### src/rtl/inst_fetch_if.sv
// Byte-wide read port between the instruction fetcher and the memory arbiter.
// The fetcher drives the request and address; the arbiter returns grant and data.
interface inst_fetch_if;
  logic        mem_req;
  logic [31:0] mem_addr;
  logic        mem_grant;
  logic [7:0]  mem_rdata;

  modport master (
    output mem_req,
    output mem_addr,
    input  mem_grant,
    input  mem_rdata
  );

  modport slave (
    input  mem_req,
    input  mem_addr,
    output mem_grant,
    output mem_rdata
  );
endinterface

### src/rtl/inst_fetch.sv
// Instruction fetcher: reads four bytes through a byte-wide arbitrated port,
// assembles a little-endian word and holds it until IF/ID consumes it.
module inst_fetch #(
  parameter logic [31:0] RESET_PC = 32'h0000_0000
) (
  input  logic         clk,
  input  logic         rst,
  input  logic         stall,
  input  logic         branch_flag,
  input  logic [31:0]  branch_target,
  inst_fetch_if.master mem,
  output logic [31:0]  inst_o,
  output logic [31:0]  pc_o,
  output logic         inst_valid
);

  typedef enum logic [2:0] {
    B0,
    B1,
    B2,
    B3,
    LAST,
    OUT
  } state_t;

  state_t      state;
  state_t      state_next;
  logic [31:0] fetch_pc;
  logic        req;
  logic [31:0] addr;
  logic [1:0]  byte_idx;
  logic        accept;

  // Lanes 0..2 only; byte 3 is taken straight from mem_rdata in LAST.
  logic [23:0] asm_q;
  logic        pend;
  logic [1:0]  pend_lane;

  // Branch targets are word-aligned, so the low two bits are ignored.
  logic        unused_target_lsbs;
  assign unused_target_lsbs = ^branch_target[1:0];

  always_comb begin
    state_next = state;
    req        = 1'b0;
    byte_idx   = 2'd0;
    case (state)
      B0: begin
        req      = 1'b1;
        byte_idx = 2'd0;
        if (mem.mem_grant) state_next = B1;
      end
      B1: begin
        req      = 1'b1;
        byte_idx = 2'd1;
        if (mem.mem_grant) state_next = B2;
      end
      B2: begin
        req      = 1'b1;
        byte_idx = 2'd2;
        if (mem.mem_grant) state_next = B3;
      end
      B3: begin
        req      = 1'b1;
        byte_idx = 2'd3;
        if (mem.mem_grant) state_next = LAST;
      end
      LAST: state_next = OUT;
      OUT:  if (!stall) state_next = B0;
      default: state_next = B0;
    endcase
    if (rst) req = 1'b0;
    addr   = req ? (fetch_pc + {30'b0, byte_idx}) : '0;
    accept = req && mem.mem_grant;
    if (branch_flag) state_next = B0;
  end

  assign mem.mem_req  = req;
  assign mem.mem_addr = addr;

  always_ff @(posedge clk) begin
    if (rst) begin
      state      <= B0;
      fetch_pc   <= RESET_PC;
      inst_o     <= '0;
      pc_o       <= '0;
      inst_valid <= 1'b0;
      asm_q      <= '0;
      pend       <= 1'b0;
      pend_lane  <= '0;
    end else begin
      state     <= state_next;
      // A redirect drops both the byte arriving now and the one just requested.
      pend      <= accept && !branch_flag;
      pend_lane <= byte_idx;
      if (branch_flag) begin
        fetch_pc   <= {branch_target[31:2], 2'b00};
        inst_valid <= 1'b0;
      end else begin
        if (pend) begin
          case (pend_lane)
            2'd0:    asm_q[7:0]   <= mem.mem_rdata;
            2'd1:    asm_q[15:8]  <= mem.mem_rdata;
            2'd2:    asm_q[23:16] <= mem.mem_rdata;
            default: ;
          endcase
        end
        if (state == LAST) begin
          inst_o     <= {mem.mem_rdata, asm_q};
          pc_o       <= fetch_pc;
          inst_valid <= 1'b1;
        end
        if (state == OUT && !stall) begin
          inst_valid <= 1'b0;
          fetch_pc   <= fetch_pc + 32'd4;
        end
      end
    end
  end

endmodule

### src/flat_wrapper.sv
// flat-port wrapper written by rule: the top's interface ports become plain ports
module inst_fetch_flat 
#(
  parameter logic [31:0] RESET_PC = 32'h0000_0000
)
  (clk, rst, stall, branch_flag, branch_target, inst_o, pc_o, inst_valid, mem_mem_req, mem_mem_addr, mem_mem_grant, mem_mem_rdata);
  inst_fetch_if mem_i ();
  input  logic clk;
  input  logic rst;
  input  logic stall;
  input  logic branch_flag;
  input  logic [31:0] branch_target;
  output logic [31:0] inst_o;
  output logic [31:0] pc_o;
  output logic inst_valid;
  output wire logic [$bits(mem_i.mem_req)-1:0] mem_mem_req;
  output wire logic [$bits(mem_i.mem_addr)-1:0] mem_mem_addr;
  input wire logic [$bits(mem_i.mem_grant)-1:0] mem_mem_grant;
  input wire logic [$bits(mem_i.mem_rdata)-1:0] mem_mem_rdata;
  assign mem_mem_req = mem_i.mem_req;
  assign mem_mem_addr = mem_i.mem_addr;
  assign mem_i.mem_grant = mem_mem_grant;
  assign mem_i.mem_rdata = mem_mem_rdata;
  inst_fetch #(.RESET_PC(RESET_PC)) u_core (.clk(clk), .rst(rst), .stall(stall), .branch_flag(branch_flag), .branch_target(branch_target), .mem(mem_i), .inst_o(inst_o), .pc_o(pc_o), .inst_valid(inst_valid));
endmodule
### config.mk
export PLATFORM = sky130hd
export DESIGN_NAME = inst_fetch_flat
export DESIGN_NICKNAME = d
export VERILOG_FILES = /design/src/rtl/inst_fetch_if.sv /design/src/rtl/inst_fetch.sv /design/src/flat_wrapper.sv
export SDC_FILE = /design/constraint.sdc
export NUM_CORES = 1
export LEC_CHECK = 0
export ABC_AREA = 1
export CORE_MARGIN = 1.5
export CORE_UTILIZATION = 30
export CTS_CLUSTER_SIZE = 30
export DETAILED_ROUTE_END_ITERATION = 8
export PLACE_DENSITY_LB_ADDON = 0.05
export SLEW_MARGIN = 0
export SYNTH_ARGS = -nofsm -noshare
export SYNTH_HDL_FRONTEND = slang
export SYNTH_SLANG_ARGS = --single-unit
### constraint.sdc
create_clock -name clk -period 1.51 [get_ports clk]
set_input_delay 0.302 -clock clk [delete_from_list [all_inputs] [get_ports clk]]
set_output_delay 0.302 -clock clk [all_outputs]
set_load 0.005 [all_outputs]
==> metrics, run 1 <==
Seq/Total Area, Yosys 43.9%; critical path type register to primary output; Power Density 980 mW/mm²; fin crit share 114%; Critical Path, Cell by Cell nor2_4 -> inv_4 -> clkbuf_16 -> nor2_2 -> clkdlybuf4s15_2; Logic pwr share 8.5%; Yosys top cell by area dfxtp_1; worst hold stages 2; Die Y 140 µm; I/O Pins 143; synthesized area 0.00561 mm²; cells after synthesis 816; CTS clk-pin slew, worst paths 0.06 ns; width of the chip 140 µm; die area 0.0195 mm²; Hold WS 0.455 ns; Slew HR 31.6%; CTS max path bufs 2; Slew @ Worst Pin 1.03 ns; Top delay family on crit path buffers and inverters; main flop type after synthesis dfxtp_1; RR Startpoint u_core.fetch_pc[3]; max incr delay on CP 0.33 ns; Final min period 1.72 ns; First-pass DRT Iterations 7; Synth Area per Inst 6.88 µm²; failing checks DRC, setup timing; worst reg2reg endpoint u_core.fetch_pc[26]; max-cap violation count 0; GRT Overall Usage 19.8%; clock group share of total power 51.7%; largest net degree at the start of global routing 89; status finished, violations left; Port Buf Inserts 138; WL final 19600 µm; Yosys reg bits 123; Initial Utilization 30.9%; gr ovfl total 0; Crit path depth 5; Yosys cell types 35; Vias 6018; RD Place Congestion 0.815; Root Driver clkbuf_16; switch share 25.7%; number of synthesized flops with an enable pin 0; Leakage 3.64 nW; internal power consumption 6.30 mW; worst hold path endpoint u_core.inst_o[21]; num rows 49; top cell type's share of synthesized area 43.9%; final design instance area without fill 0.00865 mm²; HP Start u_core.inst_o[21]; DP Area 0.00768 mm²; count leader, synth nand2_1; Worst path slowest cell dfxtp_2; CTS buffer count 17; top post-synthesis cells by area dfxtp_1 (44%), nand2_1 (12%), nand3_1 (8.7%), nor2_1 (8.5%), a21oi_1 (7.4%); worst r2r path cells 8; Worst IR Drop VDD 0.000775 V; vias in the first global route 5850; async set-reset flop share out of synthesis 0%; share of post-route cells with drive strength above 1 25.6%; Iter 0 DRT Violations 294; fmax 0.580 GHz; final setup fails 38; P&R area growth vs syn 54.2%; endpoints failing hold 0; Core Area 0.0181 mm²; WP buf/inv 3; antenna cells 0; DRC viols 10; H-tree levels 4; Final HPWL DP 13500 µm; fin nets 1056; clk_skew 0.00766 ns; worst-path maximum fanout 11; fin worst setup slack -0.214 ns; r2r setup slk -0.07 ns; Startpoint Class register; Clk Latency, worst-skew pair 0.42 ns; Hold Path Class register to register; CTS tree built; Routed Antenna Nets 0; global-route wire length before repair 30300 µm; Vias/cell 4.81; wire per inst 15.7 µm; critical path arrival 1.42 ns; Yosys Warn Count 0; Flop pwr share 39.9%; initial antenna violation count 0; commonest cells in the netlist nand2_1 (179), nor2_1 (127), dfxtp_1 (123); RSZ-0062 raised after global routing yes; CP required 1.21 ns; max-slew violation count 0; CP endpoint kind primary output; Switch Pwr 2.18 mW; clock sinks 123
through the flow:
step           cells  setup WS (ns)  utilization (%)  TNS, ns  power [mW]
4_1_cts         1237         -0.256             46.0    -7.00        8.54
3_5_place_dp    1205         -0.402             42.3   -36.99        4.11
3_3_place_gp    1205         -0.398             42.3   -36.77        4.11
6_report        1252         -0.214             47.7    -3.52        8.48
5_1_grt         1252         -0.262             47.7   -11.77        8.81
2_1_floorplan    817         0.0697                -        0        3.72
worst max-delay path by stage:
stage / startpoint / endpoint
floorplan: rst / mem_mem_addr[10]
global placement: rst / mem_mem_addr[31]
detailed placement: rst / mem_mem_addr[31]
CTS: u_core.state[2] / mem_mem_addr[16]
global route: u_core.state[2] / mem_mem_addr[19]
finish: u_core.state[2] / mem_mem_addr[19]
final cells by class:
type                       instances  area, µm²
fill                            1835       9500
timing repair buffer             221       2040
inverter                          68        260
clock buffer                      17        425
tap                              229        287
sequential                       123       2500
clock inverter                    15        200
multi-input combinational        579       2940
flip-flops by register name, summed over array words and instances, names as in the netlist:
register and count:
u_core.inst_o 32, u_core.asm_q 24, u_core.inst_valid 1, u_core.pend 1, u_core.pend_lane 2, u_core.pc_o 30, u_core.fetch_pc 30, u_core.state 3
what timing repair did:
action	in CTS	in global routing
gates cloned	0	5
endpoints found under the setup margin	116	140
setup buffers	2	11
pin swaps	11	18
hold buffers	0	0
resized for setup	214	99
worst register-to-register path: cells and delay by family, from the launching register on:
kind	cells	cell delay (ns)
DFF	1	0.37
AOI/OAI and AO/OA	1	0.06
and+or+nand+nor	6	0.85
adders and majority gates	1	0.14
layer usage:
metal / vias to the layer above / share of wire (%) / track usage [%]
met2: 158 / 45 / 30.8
met5: - / 0 / 0
met4: 0 / 0.65 / 5.43
met3: 9 / 4.7 / 4.82
li1: 3025 / - / -
met1: 2826 / 49 / 27.1
cell usage in the layout (no fill, tap or decap), types with 3 or more instances in the layout:
| cell type | Yosys | layout |
|---|---|---|
| clkbuf_16 | 0 | 21 |
| o21ai_0 | 48 | 48 |
| nor2_4 | 5 | 16 |
| bufinv_16 | 0 | 3 |
| a21oi_1 | 83 | 77 |
| dfxtp_1 | 123 | 98 |
| xor2_1 | 8 | 8 |
| a31oi_1 | 10 | 10 |
| inv_2 | 2 | 5 |
| buf_4 | 3 | 62 |
| buf_6 | 3 | 5 |
| buf_2 | 18 | 23 |
| nor2_1 | 127 | 81 |
| nand2_1 | 179 | 170 |
| inv_6 | 0 | 7 |
| nand3_1 | 98 | 93 |
| dfxtp_4 | 0 | 4 |
| nand3_2 | 1 | 6 |
| clkdlybuf4s50_1 | 0 | 41 |
| dlygate4sd2_1 | 0 | 63 |
| dfxtp_2 | 0 | 21 |
| nor2_2 | 2 | 37 |
| a21oi_2 | 0 | 6 |
| clkdlybuf4s15_2 | 0 | 7 |
| buf_12 | 0 | 12 |
| nand2_2 | 0 | 7 |
| inv_8 | 0 | 3 |
| inv_1 | 64 | 61 |
| clkbuf_2 | 0 | 4 |
power groups by stage:
| stage | combinational [mW] | sequential, mW | clock [mW] |
|---|---|---|---|
| 5_1_grt | 0.786 | 3.39 | 4.64 |
| 4_1_cts | 0.682 | 3.37 | 4.48 |
| 3_5_place_dp | 0.670 | 3.44 | 0 |
| 3_3_place_gp | 0.667 | 3.44 | 0 |
| 2_1_floorplan | 0.293 | 3.43 | 0 |
| 6_report | 0.717 | 3.38 | 4.38 |
cells by family after synthesis:
kind of cell	after synthesis	synth area share (%)
AO/OA/AOI/OAI	146	13.4
XOR/XNOR	8	1.25
adder cells (fa/ha/maj)	1	0.223
buffers and inverters	115	8.74
flip-flops	123	43.9
other	1	0.0668
AND/OR/NAND/NOR	422	32.4
No activity file was read; power rests on OpenSTA's default activity.
==> run 2: changes to the inputs <==
--- a/config.mk
+++ b/config.mk
@@ -11,6 +11,7 @@
 export CTS_CLUSTER_SIZE = 30
 export DETAILED_ROUTE_END_ITERATION = 8
 export PLACE_DENSITY_LB_ADDON = 0.05
+export SETUP_SLACK_MARGIN = 0.15
 export SLEW_MARGIN = 0
 export SYNTH_ARGS = -nofsm -noshare
 export SYNTH_HDL_FRONTEND = slang
==> metrics, run 2 (synthesis results as in run 1) <==
First-pass DRT Iterations 7 (unchanged); H-tree levels 4 (unchanged); worst hold path endpoint u_core.pc_o[21]; vias in the first global route 6193 (+5.9%); max incr delay on CP 0.33 ns (about the same); P&R area growth vs syn 71.2%; critical path arrival 1.49 ns (+0.07 ns); share of post-route cells with drive strength above 1 31.7% (+6.1 points); Final HPWL DP 13500 µm (-0.31%); final design instance area without fill 0.00961 mm² (+11%); Die Y 140 µm (unchanged); GRT Overall Usage 21.8% (+2.0 points); final setup fails 115 (+200%); max reg flops 32 (unchanged); CTS Hold Bufs 0 (unchanged); CTS max path bufs 2 (unchanged); fin nets 1092 (+3.4%); RR Startpoint u_core.state[2]; worst r2r path cells 11 (+3); wire per inst 16.3 µm (+3.9%); RSZ-0062 raised after global routing yes; Vias/cell 4.86 (+1.2%); Final min period 1.79 ns (+0.0655 ns); fmax 0.559 GHz (-3.7%); WL final 21000 µm (+6.9%); I/O Pins 143 (unchanged); HP Start u_core.pc_o[21]; num rows 49 (unchanged); DP Area 0.00771 mm² (+0.37%); Slew @ Worst Pin 0.574 ns (-0.452 ns); Hold WS 0.456 ns (+0.000635 ns); Slew HR 61.8% (+30 points); critical path type register to primary output; worst hold stages 2 (unchanged); fin worst setup slack -0.279 ns (-0.0655 ns); failing checks DRC, setup timing; DRC viols 9 (-1); initial antenna violation count 0 (unchanged); CP required 1.21 ns (about the same); worst-path maximum fanout 5 (-6); fin crit share 118% (+4.3 points); Worst path slowest cell dfxtp_2; Vias 6266 (+4.1%); clk_skew 0.00870 ns (+0.00104 ns); CTS clk-pin slew, worst paths 0.06 ns (about the same); Top Registers u_core.inst_o: 32 flops, u_core.fetch_pc: 30 flops, u_core.pc_o: 30 flops; Initial Utilization 30.9% (unchanged); Worst IR Drop VDD 0.000785 V (+1.2%); Power Density 868 mW/mm² (-11%); width of the chip 140 µm (unchanged); Clk Latency, worst-skew pair 0.41 ns (about the same); gr ovfl total 0 (unchanged); Cell Count, Final, Fillers Out 1288 (+2.9%); Hold Path Class register to register; antenna cells 0 (unchanged); die area 0.0195 mm² (unchanged); r2r setup slk -0.19 ns (-0.12 ns); max-slew violation count 0 (unchanged); Routed Antenna Nets 0 (unchanged); largest net degree at the start of global routing 60 (-33%); worst reg2reg endpoint u_core.fetch_pc[17]; Startpoint Class register; Port Buf Inserts 138 (unchanged); CTS buffer count 17 (unchanged); cell mode on critical path nor2_4; clock sinks 123 (unchanged); Critical Path, Cell by Cell nor2_4 -> clkinv_4 -> buf_12 -> buf_8 -> nor2_4 -> buf_2; Biggest register u_core.inst_o; Final Total Pwr 8.34 mW (-1.7%); most common cell after layout, fill and taps aside nand2_1; global-route wire length before repair 33300 µm (+9.9%); max-cap violation count 0 (unchanged); RD Place Congestion 0.803 (-1.5%); most frequent cells in the layout nand2_1 (148), dfxtp_1 (103), nand3_1 (84); CP endpoint kind primary output; status finished, violations left; endpoints failing hold 0 (unchanged); CTS tree built; Core Area 0.0181 mm² (unchanged); Leakage 4.00 nW (+9.9%); Root Driver clkbuf_16; Iter 0 DRT Violations 330 (+12%); cell count after placement 1203 (-0.17%)
[run 2: per-stage QoR]
| step | TNS, ns | setup WS (ns) | utilization (%) |
|---|---|---|---|
| 2_1_floorplan | 0 | 0.150 | - |
| 3_3_place_gp | -23.98 | -0.271 | 42.5 |
| 3_5_place_dp | -27.33 | -0.303 | 42.5 |
| 4_1_cts | -11.78 | -0.279 | 50.9 |
| 5_1_grt | -22.83 | -0.359 | 52.9 |
| 6_report | -12.57 | -0.279 | 52.9 |
[run 2: cell type report]
type | count | area (µm²)
multi-input combinational | 580 | 3230
timing repair buffer | 255 | 2710
tap | 229 | 287
sequential | 123 | 2500
clock inverter | 14 | 159
inverter | 68 | 273
fill | 1724 | 8540
clock buffer | 18 | 439
timing repair inverter | 1 | 6.26
[run 2: how the worst max path moves through the flow]
stage | end | slack, ns | cells past startpoint | from
4_1_cts | mem_mem_addr[11] | -0.28 | 5 | u_core.state[2]
5_1_grt | mem_mem_addr[30] | -0.36 | 6 | u_core.state[2]
2_1_floorplan | u_core.fetch_pc[28] | 0.15 | 8 | u_core.fetch_pc[2]
3_5_place_dp | u_core.asm_q[18] | -0.30 | 6 | branch_flag
3_3_place_gp | mem_mem_addr[1] | -0.27 | 6 | rst
6_report | mem_mem_addr[6] | -0.28 | 6 | u_core.state[2]
[run 2: report_power, final]
group	total [mW]	internal, mW	switching, mW
clock	4.12	2.51	1.62
sequential	3.38	3.31	0.0689
combinational	0.835	0.384	0.452
total	8.34	6.20	2.14
[run 2: critical path, delay by kind of cell (launching register included)]
family,cells,cell delay (ns)
buffers and inverters,4,0.54
flip-flops,1,0.33
AND/OR/NAND/NOR,2,0.20
[run 2: timing repair]
| action | 4_1_cts | 5_1_grt |
|---|---|---|
| endpoints found under the setup margin | 191 | 152 |
| gates resized for setup | 338 | 100 |
| pin swaps | 28 | 27 |
| cloned | 15 | 1 |
| setup buffers | 34 | 4 |
[run 2: per-layer routing]
metal / up-vias / wire length (µm) / track usage [%]
li1: 3117 / - / -
met1: 2953 / 10100 / 30.0
met2: 171 / 9560 / 34.6
met3: 25 / 957 / 3.89
met4: 0 / 407 / 6.98
met5: - / 0 / 0
